===== src/rtl/ircam_div_ctrl.sv =====
// ircam_div_ctrl -- programmable clock divider controller.
//
// Produces a registered divided clock div_clk. Each level lasts cur_half+1
// clk cycles. The controller starts on the run level and stops cleanly when
// run is dropped: a high phase is always completed, so there is never a
// truncated high phase. A new terminal count can be offered at any time.
// It is applied immediately when idle. While running it is held in a
// one-entry pending slot and applied at the next falling edge of div_clk,
// which is the period boundary.
//
// Ports
//   clk        system clock, all state updates on its rising edge
//   rst_n      asynchronous active-low reset
//   run        level request: 1 = divide, 0 = stop at the next clean point
//   cfg_valid  a new half-period terminal count is offered on cfg_half
//   cfg_half   offered terminal count (toggle every cfg_half+1 cycles)
//   cfg_ready  pending slot is free, so an offer is accepted this cycle
//   div_clk    divided clock (registered)
//   rise_pls   one-cycle pulse in the first cycle div_clk reads 1
//   fall_pls   one-cycle pulse in the first cycle div_clk reads 0
//   busy       controller is in RUN or DRAIN
//   cur_half   terminal count currently in use
module ircam_div_ctrl #(
  parameter int CNT_W    = 4,
  parameter int DEF_HALF = 14
) (
  input  logic             clk,
  input  logic             rst_n,
  input  logic             run,
  input  logic             cfg_valid,
  input  logic [CNT_W-1:0] cfg_half,
  output logic             cfg_ready,
  output logic             div_clk,
  output logic             rise_pls,
  output logic             fall_pls,
  output logic             busy,
  output logic [CNT_W-1:0] cur_half
);

  typedef enum logic [1:0] {IDLE, RUN, DRAIN} state_t;

  state_t           state;
  logic [CNT_W-1:0] cnt;
  logic [CNT_W-1:0] pend_half;
  logic             pend_vld;

  logic tc;          // counter at terminal count: div_clk toggles on this edge
  logic accept;      // configuration handshake completes this cycle
  logic fall_now;    // div_clk goes 1->0 on this edge (period boundary)
  logic drain_exit;  // leaving DRAIN on this edge

  assign cfg_ready  = !pend_vld;
  assign tc         = (cnt == cur_half);
  assign accept     = cfg_valid && !pend_vld;
  assign fall_now   = tc && div_clk;
  // A high phase ends with its falling edge. A low phase simply stops at its
  // terminal count instead of starting another high phase.
  assign drain_exit = (state == DRAIN) && !run && tc;

  always_ff @(posedge clk or negedge rst_n) begin
    if (!rst_n) begin
      state     <= IDLE;
      cnt       <= '0;
      div_clk   <= 1'b0;
      rise_pls  <= 1'b0;
      fall_pls  <= 1'b0;
      busy      <= 1'b0;
      pend_vld  <= 1'b0;
      pend_half <= '0;
      cur_half  <= CNT_W'(DEF_HALF);
    end else begin
      rise_pls <= 1'b0;
      fall_pls <= 1'b0;
      case (state)
        IDLE: begin
          cnt     <= '0;
          div_clk <= 1'b0;
          // Idle: no phase is in progress, so the new count applies at once.
          if (accept) cur_half <= cfg_half;
          if (run) begin
            state <= RUN;
            busy  <= 1'b1;
          end
        end

        RUN, DRAIN: begin
          if (drain_exit) begin
            state    <= IDLE;
            busy     <= 1'b0;
            cnt      <= '0;
            div_clk  <= 1'b0;
            fall_pls <= div_clk;
            pend_vld <= 1'b0;
            // A held value is applied on the way out. An offer accepted in
            // this same cycle is applied directly, so the pending slot is
            // never left occupied in IDLE.
            if (pend_vld)    cur_half <= pend_half;
            else if (accept) cur_half <= cfg_half;
          end else begin
            cnt <= tc ? '0 : cnt + CNT_W'(1);
            if (tc) begin
              div_clk  <= ~div_clk;
              rise_pls <= ~div_clk;
              fall_pls <= div_clk;
            end
            // The pending value is swapped in at the period boundary, which
            // is also where cnt returns to 0. The new count therefore covers
            // the whole next phase. An accept needs pend_vld == 0, so it
            // never coincides with the swap.
            if (fall_now && pend_vld) begin
              cur_half <= pend_half;
              pend_vld <= 1'b0;
            end else if (accept) begin
              pend_half <= cfg_half;
              pend_vld  <= 1'b1;
            end
            if (state == RUN && !run)      state <= DRAIN;
            else if (state == DRAIN && run) state <= RUN;
          end
        end

        default: begin
          state <= IDLE;
          busy  <= 1'b0;
        end
      endcase
    end
  end

endmodule


===== config.mk =====
export PLATFORM = sky130hd
export DESIGN_NAME = ircam_div_ctrl
export DESIGN_NICKNAME = d
export VERILOG_FILES = /design/src/rtl/ircam_div_ctrl.sv
export SDC_FILE = /design/constraint.sdc
export NUM_CORES = 1
export LEC_CHECK = 0
export CORE_MARGIN = 4
export CORE_UTILIZATION = 47
export CTS_CLUSTER_SIZE = 20
export DETAILED_ROUTE_END_ITERATION = 8
export PLACE_DENSITY = 0.74
export REMOVE_ABC_BUFFERS = 1
export SYNTH_ARGS = -nofsm -noshare
export SYNTH_HDL_FRONTEND = slang
export SYNTH_SLANG_ARGS = --single-unit

===== constraint.sdc =====
create_clock -name clk -period 1.7 [get_ports clk]
set_input_delay 0.17 -clock clk [delete_from_list [all_inputs] [get_ports clk]]
set_output_delay 0.17 -clock clk [all_outputs]
set_load 0.005 [all_outputs]

==> impl_metrics.json <==
{
  "status": "complete, but fails checks",
  "violations": "negative setup slack",
  "grt_max_degree": 20,
  "drive_gt1_frac": 0.346,
  "grt_util_all_layers": 0.158,
  "syn_area_sq_mm": 0.00107,
  "path_class": "reg2reg",
  "die_area_sq_mm": 0.00311,
  "clkSinkCount": 19,
  "port_buffers": 16,
  "cts_buffer_depth": 2,
  "grt_overflow": 0,
  "hold_class": "in2async",
  "vias": 893,
  "grt_pass1_wl_mm": 3.89,
  "via_per_inst": 5.45,
  "power_frac_clock": 0.086,
  "nNetsFinal": 150,
  "antennaDiodeCount": 0,
  "period_share": 1.02,
  "first_pass_iters": 4,
  "initial_core_util": 0.490,
  "p_leak_nw": 0.680,
  "rsz0062_at_grt": "yes",
  "antenna_found_initial": 0,
  "final-setup-viol-count": 5,
  "synthToLayoutAreaGrowth_pct": 40.7,
  "crit_fanout": 5,
  "ys_seq_area_frac": 0.446,
  "yosys_warnings": 0,
  "grt_pass1_vias": 886,
  "fin_ws_ps": -25.9,
  "slew_viol_final": 0,
  "htreeDepth": 1,
  "r2r_end": "cur_half[1]",
  "die_h_microns": 55.8,
  "reg2reg_slack_ps": -30,
  "rows": 17,
  "dpl.hpwl_mm": 1.68,
  "drt_iter0_drc": 7,
  "comb_power_share": 0.620,
  "numCtsBuffers": 3,
  "gp_congestion": 0.812,
  "hold_slack_ps": 192,
  "p_per_area_mw_per_mm2": 1760,
  "drc_errors": 0,
  "cts_tree": "done",
  "netSwitchingPower_mw": 1.08,
  "total_power_mw": 2.66,
  "io_pins": 17,
  "max_freq_mhz": 579,
  "start_kind": "register",
  "cts_root_buf": "clkbuf_4",
  "hold_violations": 0,
  "cap_violations": 0,
  "avgSynthCellArea_sq_um": 10.7,
  "relSlewSlack": 0.768,
  "finalCriticalPeriod_ps": 1730,
  "hold_buffers": 0,
  "die_w_microns": 55.8,
  "post_drt_wl_per_cell_microns": 15.0,
  "path_clk_slew_ps": 110,
  "finalWirelength_mm": 2.46,
  "clock_skew_ps": 5.91,
  "drtAntennaViolNets": 0,
  "cp.arrival_ps": 1960,
  "worst_ep_required_time_ps": 1940,
  "critPathCaptureType": "register",
  "rr_startpoint": "cur_half[2]",
  "clock_latency_ps": 300,
  "synth_cells": 100,
  "reg2reg_depth": 5,
  "swShare": 0.407,
  "synth-seq-cells": 19,
  "intPower_mw": 1.58,
  "synth.distinct_cells": 35,
  "irDropWorstVdd_uv": 920,
  "core-area_sq_mm": 0.00219,
  "tightest_slew_ps": 348,
  "pwr-share-seq": 0.294
}
critical path, stage by stage (launching register included):
cell       delay [ps]
dfstp_2           580
xnor2_2           130
nand4_1           180
o31a_1            410
o21bai_4          230
o2bb2ai_1         140
power by group through the flow:
stage | Sequential [mW] | Clock [mW] | Combinational [mW]
after floorplan | 0.757 | 0 | 0.839
after global placement | 0.760 | 0 | 1.34
after detailed placement | 0.762 | 0 | 1.38
after CTS | 0.757 | 0.240 | 1.47
after global routing | 0.806 | 0.260 | 1.78
final | 0.783 | 0.229 | 1.65
layout make-up:
type,count,area (sq um)
clock inverters,1,5.00
well taps,28,35.0
flip-flops and latches,19,479
repair buffers,35,310
clock buffers,3,22.5
fillers,170,681
multi-input cells,72,636
inverters,6,22.5
how the worst max path moves through the flow:
stage	startpoint	endpoint	slack (ps)	depth (start not counted)
6_report	cur_half[2]	cur_half[1]	-30	5
5_1_grt	cur_half[2]	cur_half[1]	-90	5
4_1_cts	state[0]	cur_half[0]	-3	6
3_5_place_dp	state[0]	cur_half[0]	-80	6
3_3_place_gp	run	cur_half[0]	-10	5
2_1_floorplan	state[0]	pend_half[0]	30	5
layout by cell type (no fill, tap or decap), types with 2 or more instances in the layout:
| master | count |
|---|---|
| o2bb2ai_2 | 3 |
| dfstp_2 | 3 |
| a31oi_1 | 2 |
| a21oi_1 | 3 |
| clkdlybuf4s50_1 | 13 |
| a32oi_1 | 3 |
| o21ai_0 | 5 |
| buf_4 | 19 |
| xnor2_2 | 4 |
| o2bb2ai_1 | 2 |
| dlymetal6s2s_1 | 3 |
| inv_1 | 5 |
| nor2b_1 | 3 |
| nor3_1 | 4 |
| mux2_1 | 4 |
| dfrtp_1 | 16 |
| clkbuf_4 | 3 |
| nand2_1 | 14 |
| ha_1 | 3 |
| ha_2 | 2 |
repair_timing:
action | 4_1_cts | 5_1_grt
cloned | 0 | 0
setup endpoints to repair | 5 | 12
pin swaps | 5 | 11
gates resized for setup | 4 | 14
buffers inserted | 4 | 1
cells in the mapped netlist (all sizes together):
master / n / area (sq um)
dfrtp: 16 / 400
nand2: 15 / 58.8
inv: 6 / 22.5
o21ai: 6 / 30.0
ha: 5 / 62.6
o2bb2ai: 5 / 43.8
a21oi: 4 / 31.3
a32oi: 4 / 35.0
mux2: 4 / 45.0
nor3: 4 / 20.0
xnor2: 4 / 35.0
a31oi: 3 / 33.8
dfstp: 3 / 78.8
nor2b: 3 / 18.8
clkbuf: 2 / 7.51
o31ai: 2 / 28.8
a21o: 1 / 7.51
a22o: 1 / 8.76
a2bb2oi: 1 / 8.76
and3: 1 / 7.51
and4: 1 / 11.3
buf: 1 / 11.3
nand2b: 1 / 6.26
nand3: 1 / 5.00
nand4: 1 / 6.26
nor2: 1 / 3.75
o21bai: 1 / 18.8
o31a: 1 / 8.76
o41ai: 1 / 8.76
or2b: 1 / 8.76
sequential cells by signal, indices dropped and copies added, names as in the netlist:
name / cells
div_clk: 1
fall_pls: 1
pend_half: 4
state: 2
cnt: 4
pend_vld: 1
rise_pls: 1
busy: 1
cur_half: 4
stage by stage:
| stage | utilization | setup WS, ps | instance area [sq um] | TNS (ps) | cells |
|---|---|---|---|---|---|
| after global routing | 0.689 | -88.6 | 1510 | -415 | 164 |
| final | 0.689 | -25.9 | 1510 | -59.7 | 164 |
| after CTS | 0.649 | -2.89 | 1420 | -2.89 | 163 |
| after floorplan | - | 28.1 | 1050 | 0 | 97 |
| after global placement | 0.619 | -13.9 | 1360 | -20.6 | 155 |
| after detailed placement | 0.619 | -78.2 | 1360 | -252 | 155 |
cell families (layout without fill, tap and decap cells):
group	after synthesis	in the layout	share of synthesized area
AOI/OAI and AO/OA	30	30	0.246
and+or+nand+nor	29	29	0.136
DFF	19	19	0.446
muxes	4	4	0.0420
xor gates and xnor gates	4	4	0.0326
adders and majority gates	5	5	0.0583
buffers and inverters	9	45	0.0385
layer usage:
layer,global-route usage,up-vias,share of wire
met5,0,-,0
met4,0.0799,0,0.015
met3,0.0302,6,0.039
met2,0.267,19,0.50
met1,0.191,432,0.45
li1,-,436,-
Power figures use the tool's default switching activity.
